$ cat config.mk
export PLATFORM = sky130hd
export DESIGN_NAME = alu_exec_flat
export DESIGN_NICKNAME = d
export VERILOG_FILES = /design/src/rtl/alu_pkg.sv /design/src/rtl/alu_exec_if.sv /design/src/rtl/alu_exec_mul_iter.sv /design/src/rtl/alu_exec.sv /design/src/flat_wrapper.sv
export SDC_FILE = /design/constraint.sdc
export NUM_CORES = 1
export LEC_CHECK = 0
export CAP_MARGIN = 15
export CORE_ASPECT_RATIO = 2
export CORE_MARGIN = 2
export CORE_UTILIZATION = 30
export DETAILED_ROUTE_END_ITERATION = 12
export GPL_TIMING_DRIVEN = 1
export PLACE_DENSITY = 0.47
export REMOVE_ABC_BUFFERS = 1
export SYNTH_ARGS = -nofsm -noshare
export SYNTH_HDL_FRONTEND = slang
export SYNTH_HIERARCHICAL = 1
export SYNTH_SLANG_ARGS = --single-unit
$ cat constraint.sdc
create_clock -name clk -period 7.5 [get_ports clk]
set_input_delay 2.25 -clock clk [delete_from_list [all_inputs] [get_ports clk]]
set_output_delay 2.25 -clock clk [all_outputs]
set_load 0.005 [all_outputs]
$ cat src/rtl/alu_pkg.sv
// Shared encodings, widths and single-cycle datapath for the ALU execute block.
package alu_pkg;

  localparam int unsigned XLEN = 32;
  localparam int unsigned RW   = 5;

  typedef enum logic [3:0] {
    OP_ADD  = 4'd0,
    OP_SUB  = 4'd1,
    OP_AND  = 4'd2,
    OP_OR   = 4'd3,
    OP_XOR  = 4'd4,
    OP_SLL  = 4'd5,
    OP_SRL  = 4'd6,
    OP_SRA  = 4'd7,
    OP_SLT  = 4'd8,
    OP_SLTU = 4'd9,
    OP_MUL  = 4'd10
  } alu_op_e;

  typedef enum logic [1:0] {
    S_IDLE = 2'd0,
    S_MUL  = 2'd1,
    S_WB   = 2'd2
  } state_e;

  function automatic logic op_legal(input logic [3:0] op);
    return op <= 4'(OP_MUL);
  endfunction

  // Combinational result for every op except MUL, which goes to mul_iter.
  function automatic logic [XLEN-1:0] alu_calc(input logic [3:0] op,
                                               input logic [XLEN-1:0] a,
                                               input logic [XLEN-1:0] b);
    logic [4:0] sh;
    logic [XLEN-1:0] res;
    sh  = b[4:0];
    res = '0;
    case (alu_op_e'(op))
      OP_ADD:  res = a + b;
      OP_SUB:  res = a - b;
      OP_AND:  res = a & b;
      OP_OR:   res = a | b;
      OP_XOR:  res = a ^ b;
      OP_SLL:  res = a << sh;
      OP_SRL:  res = a >> sh;
      OP_SRA:  res = $unsigned($signed(a) >>> sh);
      OP_SLT:  res = {{(XLEN-1){1'b0}}, $signed(a) < $signed(b)};
      OP_SLTU: res = {{(XLEN-1){1'b0}}, a < b};
      default: res = '0;
    endcase
    return res;
  endfunction

endpackage

$ cat src/rtl/alu_exec_if.sv
// Operand bundle handshake and register-file writeback signals of alu_exec.
import alu_pkg::*;

interface alu_exec_if;
  logic            in_valid;
  logic            in_ready;
  logic [3:0]      alu_op;
  logic [XLEN-1:0] op_a;
  logic [XLEN-1:0] op_b;
  logic [RW-1:0]   rd;
  logic            wb_en;
  logic [RW-1:0]   wb_addr;
  logic [XLEN-1:0] wb_data;
  logic            zero;
  logic            illegal;
  logic            busy;

  modport master (
    output in_valid, alu_op, op_a, op_b, rd,
    input  in_ready, wb_en, wb_addr, wb_data, zero, illegal, busy
  );

  modport slave (
    input  in_valid, alu_op, op_a, op_b, rd,
    output in_ready, wb_en, wb_addr, wb_data, zero, illegal, busy
  );
endinterface

$ cat src/rtl/alu_exec_mul_iter.sv
// Iterative shift-add multiplier: one partial product per cycle, 32 cycles per start.
import alu_pkg::*;

module mul_iter (
  input  logic            clk,
  input  logic            reset,
  input  logic            start,
  input  logic [XLEN-1:0] a,
  input  logic [XLEN-1:0] b,
  output logic            done,
  output logic [XLEN-1:0] product
);

  logic [XLEN-1:0] acc, mcand, mplier;
  logic [RW-1:0]   cnt;
  logic            run;
  logic [XLEN-1:0] acc_next;

  assign acc_next = mplier[0] ? acc + mcand : acc;
  // Product includes the final step so the caller can register it on done.
  assign done     = run && (cnt == '1);
  assign product  = acc_next;

  always_ff @(posedge clk) begin
    if (reset) begin
      acc    <= '0;
      mcand  <= '0;
      mplier <= '0;
      cnt    <= '0;
      run    <= 1'b0;
    end else if (start) begin
      acc    <= '0;
      mcand  <= a;
      mplier <= b;
      cnt    <= '0;
      run    <= 1'b1;
    end else if (run) begin
      acc    <= acc_next;
      mcand  <= mcand << 1;
      mplier <= mplier >> 1;
      cnt    <= cnt + 1'b1;
      if (cnt == '1) run <= 1'b0;
    end
  end

endmodule

$ cat src/rtl/alu_exec.sv
// ALU execute stage: single-cycle ops write back next cycle, MUL after 32 busy cycles.
import alu_pkg::*;

module alu_exec (
  input logic      clk,
  input logic      reset,
  alu_exec_if.slave bus
);

  state_e          state_q, state_d;
  logic            xfer, legal, is_mul, start_mul, mul_done;
  logic [XLEN-1:0] mul_prod, alu_res;
  logic [RW-1:0]   rd_q;

  assign legal   = op_legal(bus.alu_op);
  assign is_mul  = (bus.alu_op == 4'(OP_MUL));
  assign alu_res = alu_calc(bus.alu_op, bus.op_a, bus.op_b);

  mul_iter u_mul (
    .clk     (clk),
    .reset   (reset),
    .start   (start_mul),
    .a       (bus.op_a),
    .b       (bus.op_b),
    .done    (mul_done),
    .product (mul_prod)
  );

  always_ff @(posedge clk) begin
    if (reset) state_q <= S_IDLE;
    else       state_q <= state_d;
  end

  always_comb begin
    state_d      = state_q;
    bus.in_ready = (state_q != S_MUL);
    bus.busy     = (state_q == S_MUL);
    xfer         = bus.in_valid && bus.in_ready;
    start_mul    = 1'b0;
    case (state_q)
      S_IDLE, S_WB: begin
        if (xfer) begin
          if (is_mul) begin
            state_d   = S_MUL;
            start_mul = 1'b1;
          end else if (legal) begin
            state_d = S_WB;
          end else begin
            state_d = S_IDLE;
          end
        end else begin
          state_d = S_IDLE;
        end
      end
      S_MUL:   if (mul_done) state_d = S_WB;
      default: state_d = S_IDLE;
    endcase
  end

  always_ff @(posedge clk) begin
    if (reset) begin
      bus.wb_en   <= 1'b0;
      bus.wb_addr <= '0;
      bus.wb_data <= '0;
      bus.zero    <= 1'b0;
      bus.illegal <= 1'b0;
      rd_q        <= '0;
    end else begin
      bus.wb_en   <= 1'b0;
      bus.zero    <= 1'b0;
      bus.illegal <= 1'b0;
      if (start_mul) rd_q <= bus.rd;
      if (state_q == S_MUL && mul_done) begin
        bus.wb_en   <= (rd_q != '0);
        bus.wb_addr <= rd_q;
        bus.wb_data <= mul_prod;
        bus.zero    <= (mul_prod == '0);
      end else if (xfer && legal && !is_mul) begin
        bus.wb_en   <= (bus.rd != '0);
        bus.wb_addr <= bus.rd;
        bus.wb_data <= alu_res;
        bus.zero    <= (alu_res == '0);
      end else if (xfer && !legal) begin
        bus.illegal <= 1'b1;
      end
    end
  end

endmodule

$ cat src/flat_wrapper.sv
// flat-port wrapper written by rule: the top's interface ports become plain ports
module alu_exec_flat 
  (clk, reset, bus_in_valid, bus_alu_op, bus_op_a, bus_op_b, bus_rd, bus_in_ready, bus_wb_en, bus_wb_addr, bus_wb_data, bus_zero, bus_illegal, bus_busy);
  alu_exec_if bus_i ();
  input logic clk;
  input logic reset;
  input wire logic [$bits(bus_i.in_valid)-1:0] bus_in_valid;
  input wire logic [$bits(bus_i.alu_op)-1:0] bus_alu_op;
  input wire logic [$bits(bus_i.op_a)-1:0] bus_op_a;
  input wire logic [$bits(bus_i.op_b)-1:0] bus_op_b;
  input wire logic [$bits(bus_i.rd)-1:0] bus_rd;
  output wire logic [$bits(bus_i.in_ready)-1:0] bus_in_ready;
  output wire logic [$bits(bus_i.wb_en)-1:0] bus_wb_en;
  output wire logic [$bits(bus_i.wb_addr)-1:0] bus_wb_addr;
  output wire logic [$bits(bus_i.wb_data)-1:0] bus_wb_data;
  output wire logic [$bits(bus_i.zero)-1:0] bus_zero;
  output wire logic [$bits(bus_i.illegal)-1:0] bus_illegal;
  output wire logic [$bits(bus_i.busy)-1:0] bus_busy;
  assign bus_i.in_valid = bus_in_valid;
  assign bus_i.alu_op = bus_alu_op;
  assign bus_i.op_a = bus_op_a;
  assign bus_i.op_b = bus_op_b;
  assign bus_i.rd = bus_rd;
  assign bus_in_ready = bus_i.in_ready;
  assign bus_wb_en = bus_i.wb_en;
  assign bus_wb_addr = bus_i.wb_addr;
  assign bus_wb_data = bus_i.wb_data;
  assign bus_zero = bus_i.zero;
  assign bus_illegal = bus_i.illegal;
  assign bus_busy = bus_i.busy;
  alu_exec u_core (.clk(clk), .reset(reset), .bus(bus_i));
endmodule
Yosys cells after proc, flatten, opt, wreduce, memory -nomap -nowiden:

Cells that the tools add are included.

* output and inout bits: 42
* register bits after elaboration: 149

* bitwise gates (word level): 3
* shift-type cells: 3
* equal/unequal tests: 15
* mux-type cells: 26
* order comparisons: 3
* reduce and logical (&&, ||, !) cells: 19
* add/subtract/negate cells: 4

Operators by type and width (count)
* 32-bit one-hot mux with 10 select lines: 1
* 32-bit 2-to-1 mux: 7
* 32-bit adder: 2
* 32-bit zero test: 2
* 32-bit < comparator: 2
* 32-bit bitwise AND: 1
* 32-bit bitwise OR: 1
* 32-bit by 5-bit << shifter with 32-bit output: 1
* 32-bit by 5-bit right shift with 32-bit output: 1
* 32-bit by 5-bit >>> shifter with 32-bit output: 1
* 32-bit subtractor: 1
* 32-bit XOR: 1
* 4-bit by 3-bit == test with 1-bit output, second input constant: 4
* 4-bit == test, second input constant: 3
* 1-bit 2-to-1 mux: 11
* 5-bit 2-to-1 mux: 2
* 5-bit nonzero test: 2
* 4-bit by 2-bit == test with 1-bit output, second input constant: 2
* 2-bit 2-to-1 mux: 4
* 1-bit logical AND: 6
* 5-bit by 1-bit adder with 5-bit output, second input constant: 1
* 5-bit == test, second input constant: 1
* 4-bit by 1-bit == test with 1-bit output, second input constant: 1
* 4-bit less-or-equal comparator, second input constant: 1
* other kinds (10): 14

Depth between registers and ports, before layout:

* depth after elaboration: 6
* gate-level depth with buffers: 17
* mapped depth without buffers: 15

Hierarchy:

The synthesis kept the hierarchy.

By module, submodules not included
* alu_exec: cells each 1700, area each 11783.8 um^2, times used 1
* mul_iter: cells each 783, area each 6366.1 um^2, times used 1

Worst setup path after synthesis:

OpenSTA, ideal clock, no wires.

* kind: input-to-reg
* from: in bus_op_b[2]
* to: reg u_core.bus.zero
* stages: 17
* required time: 7.416 ns
* setup slack: 1.282 ns
* data arrival time: 6.133 ns
* cell sequence: clkinv_1 clkbuf_1 clkbuf_1 clkbuf_1 ha_1 buf_2 a211oi_1 o31ai_2 a32oi_1 nand2_1 a21boi_0 mux2i_1 nand3_1 or4_1 nor4_2 nand4_1 o31ai_2

* cells in the longest elaborated chain, start to end: 5
* elaborated cells between the ends (all ways): 14
* classes of those cells: 2 x add/sub; 2 x order compare; 3 x shift; 3 x mux; 3 x bitwise; 1 x reduce/logical

Ends and longest elaborated chain
* start, declared: line flat_wrapper.sv:10 `input wire logic [$bits(bus_i.op_b)-1:0] bus_op_b;`
* 32-bit subtractor (tied with other cells): line alu_pkg.sv:41 `OP_SUB: res = a - b;`
* 32-bit one-hot mux with 10 select lines (*): line alu_pkg.sv:39 `case (alu_op_e'(op))`
* 32-bit zero test (*): line alu_exec.sv:82 `bus.zero <= (alu_res == '0);`
* 1-bit 2-to-1 mux (*): line alu_exec.sv:78 `end else if (xfer && legal && !is_mul) begin`
* 1-bit 2-to-1 mux (*): line alu_exec.sv:73 `if (state_q == S_MUL && mul_done) begin`
* end signal, assigned: line alu_exec.sv:77 `bus.zero <= (mul_prod == '0);`
* end signal, assigned: line alu_exec.sv:82
* end, declared: line alu_exec_if.sv:25 `output in_ready, wb_en, wb_addr, wb_data, zero, illegal, busy`

Every way passes the cells marked *; elsewhere a longest branch is shown, timed or not.
A chain may end at the register's enable or synchronous reset.

Final worst setup path:

* from: in bus_op_a[1]
* to: reg u_core.bus.zero

* cells in the longest elaborated chain, start to end: 5
* elaborated cells between the ends (all ways): 14
* classes of those cells: 2 x add/sub; 2 x order compare; 3 x shift; 3 x mux; 3 x bitwise; 1 x reduce/logical

Ends and longest elaborated chain
* start, declared: line flat_wrapper.sv:9 `input wire logic [$bits(bus_i.op_a)-1:0] bus_op_a;`
* 32-bit subtractor (tied with other cells): line alu_pkg.sv:41
* 32-bit one-hot mux with 10 select lines (*): line alu_pkg.sv:39
* 32-bit zero test (*): line alu_exec.sv:82
* 1-bit 2-to-1 mux (*): line alu_exec.sv:78
* 1-bit 2-to-1 mux (*): line alu_exec.sv:73

Marks and branches as above.

==> results.yml <==
synth:
  yosysWarnings: 6
  postSynthCellCount: 2483
  yosys_register_bits: 149
  synthMuxAreaShare: 0.144
  synth_edf_count: 0
  synth_top_family_by_area: "compound AO/OA/AOI/OAI gates"
  syn_avg_cell_area_sq_um: 7.31
  synth_compound_area_frac: 0.292
  synth_fa_ha_area_frac: 0.0950
  synth_cell_type_count: 103
  synth_async_sr_flop_share: 0
  synth_top_flop_cell: "dfxtp_1"
  syn_area_sq_mm: 0.0181
  ys_seq_area_frac: 0.164
  synth-xor-area-share: 0.0179
  synthSimpleGateAreaFrac: 0.220
clock_network:
  cts_setup_buffers: 0
  clkTransAtPathRegs_ps: 80
  clockBufferDepth: 2
  cts_made_buffers: 17
  insertion_delay_ps: 490
  ctsHoldBuffers: 0
  cts_sinks: 149
  cts-resized-gates: 0
  cts_tree: "done"
  cts-root-buf: "clkbuf_16"
  cts-htree-levels: 4
routing:
  viasPerCell: 6.13
  wl_um: 105000
  post-route-drc-count: 0
  drtAntennaViolNets: 0
  vias: 20800
  drt_iter0_drc: 2108
  wl_per_cell_um: 30.9
  drtPass1Iterations: 6
global_route:
  grt_pass1_vias: 20400
  grt.overflow.total: 0
  antenna_found_initial: 0
  grt.total_usage: 0.332
  grt_max_degree: 101
  grt_first_pass_wirelength_um: 148000
power:
  power_density_mw_per_mm2: 135
  leakage_nw: 8.80
  max-vdd-ir-drop_v: 0.000124
cells_and_area:
  final_area_sq_mm: 0.0215
  syn_to_final_growth_pct: 18.2
  drive_above_1_share: 0.133
  fill_cells: 6353
  n_antenna_cell: 0
  multiInputGateArea_sq_mm: 0.0140
  seqCellArea_sq_mm: 0.00299
  final_nets: 2812
sta:
  rsz0062_at_grt: "false"
  finalHoldViolations: 0
  finalCritPeriodShare: 0.874
  skew_ps: 13.4
  fin_crit_ps: 6560
  whs_ps: 468
  fmax_mhz: 153
  setup_viol: 0
  slew_headroom: 0.202
  tightest_slew_ps: 1190
  slew_violations: 0
  fin_setup_tns_ps: 0
placement:
  gp_congestion: 1.06
  place_area_sq_mm: 0.0208
  dp_hpwl_um: 84800
  portBuffers: 117
die:
  die_x_um: 178
  fp.dieArea_sq_mm: 0.0626
  placementRows: 127
  io_pins: 118
  start_util: 0.303
  die_h_um: 352
  core_area_sq_mm: 0.0599
worst_setup_path:
  crit_path_end_kind: "register"
  slowest_delay_ps: 950
  path_max_fanout: 12
  critPathKind: "input pin to register"
  cp_slowest_cell: "o31ai_1"
  worst_ep_required_time_ps: 7910
  worstPathArrival_ps: 6960
  setup.worst_path.start_class: "input pin"
  cp_cell_sequence: "clkdlybuf4s50_1 > inv_1 > ha_1 > nor2_1 > o311ai_1 > a31oi_1 > o31ai_1 > nand2_1 > a21oi_1 > xnor2_1 > o21ai_0 > nor4_1 > nand4_1 > o31ai_2"
  rrSetupSlack_ps: 3040
min_path:
  min_path_type: "register to register"
status:
  status: "complete, no violations"
job:
  cap_viol_max_count: 0
==> kinds of logic after synthesis <==
group                    count (synthesis)
AO/OA/AOI/OAI                          783
XOR/XNOR                                37
adder cells (fa/ha/maj)                136
buffers and inverters                  297
flip-flops                             149
multiplexers                           217
AND/OR/NAND/NOR                        864
==> final timing paths <==
path / startpoint / end / cells past startpoint
max: bus_op_a[1] / u_core/bus.zero / 14
min: u_core/bus.wb_addr[1] / u_core/bus.wb_addr[1] / 2
max reg2reg: u_core/u_mul/mcand[0] / u_core/bus.zero / 15
min reg2reg: u_core/bus.wb_addr[1] / u_core/bus.wb_addr[1] / 2
==> worst max-delay path: cells and delay by family <==
kind	cells	cell delay [ps]
compound gates	6	2350
simple gates	4	920
buf+inv	2	910
fa+ha+maj	1	370
xor+xnor	1	130
==> area by class of cell <==
class                      count  share of cell area
tap                          774              0.0451
clock buffer                  18              0.0210
clock inverter                14             0.00729
timing repair buffer         287               0.116
inverter                     108              0.0190
sequential                   149               0.139
multi-input combinational   2037               0.652
==> stage by stage <==
step	total power [W]	setup WS, ps	cells	util
3_5_place_dp	0.00194	573	3353	0.348
3_3_place_gp	0.00194	503	3352	0.348
5_1_grt	0.00300	822	3387	0.358
2_1_floorplan	0.00138	1540	2294	-
4_1_cts	0.00290	1080	3385	0.358
6_report	0.00290	943	3387	0.358
==> sequential cells by signal, summed over array words and instances, names as in the netlist <==
signal,cells
u_core/u_mul/cnt,5
u_core/bus.wb_addr,5
u_core/bus.wb_en,1
u_core/bus.zero,1
u_core/u_mul/mcand,32
u_core/bus.illegal,1
u_core/u_mul/acc,32
u_core/u_mul/run,1
u_core/state_q,2
u_core/bus.wb_data,32
u_core/rd_q,5
u_core/u_mul/mplier,32
==> routing by layer <==
layer | wire length (um) | vias up | global-route usage | share of wire
li1 | - | 9443 | - | -
met1 | 37100 | 10100 | 0.346 | 0.35
met4 | 9560 | 0 | 0.261 | 0.091
met5 | 0 | - | 0 | 0
met2 | 53500 | 915 | 0.597 | 0.51
met3 | 4660 | 311 | 0.0389 | 0.045
==> cells in the mapped netlist (28+ instances only) <==
cell type  count  area [sq um]
ha_1         133          1660
mux4_2        29           653
o211ai_1      30           225
o21ai_0      107           536
inv_1        106           398
a21o_1        40           300
nor3_1        55           275
mux2_2        49           552
a211oi_1      29           218
a21oi_1      239          1200
clkbuf_1     130           488
nand2_1      190           713
dfxtp_1      149          2980
nand4_1       28           175
mux2i_1      135          1350
nand3_1       54           270
a22oi_1       46           345
a31oi_1       33           206
nor4_1        30           188
nor2_1       365          1370
==> cell usage in the layout, fill, tap and decap left out, types with 13 or more instances in the layout <==
master / count
o211ai_1: 30
or2_2: 13
nor3_1: 55
a22oi_1: 46
dfxtp_1: 148
nand2b_1: 17
xor2_1: 13
mux2_2: 49
mux2i_1: 135
nor2_1: 363
buf_4: 163
inv_1: 105
a221oi_1: 25
mux4_2: 29
xnor2_1: 24
a211oi_1: 29
o221ai_1: 14
a221o_1: 13
nor2b_1: 26
nand3_1: 54
nand2_1: 190
o31ai_1: 24
and3_1: 20
o21ai_0: 107
nand4_1: 28
ha_1: 133
o22ai_1: 27
a21oi_1: 239
clkbuf_16: 18
a21o_1: 40
a31oi_1: 33
clkdlybuf4s50_1: 111
nor4_1: 29
==> report_power, final <==
part | total [W] | leakage, nW | internal, W | switching, W
Combinational | 0.00113 | 7.29 | 0.000392 | 0.000733
Sequential | 0.000827 | 1.21 | 0.000810 | 0.0000170
Clock | 0.000948 | 0.297 | 0.000493 | 0.000455
Total | 0.00290 | 8.80 | 0.00169 | 0.00121
(Power assumes the default switching activity.)
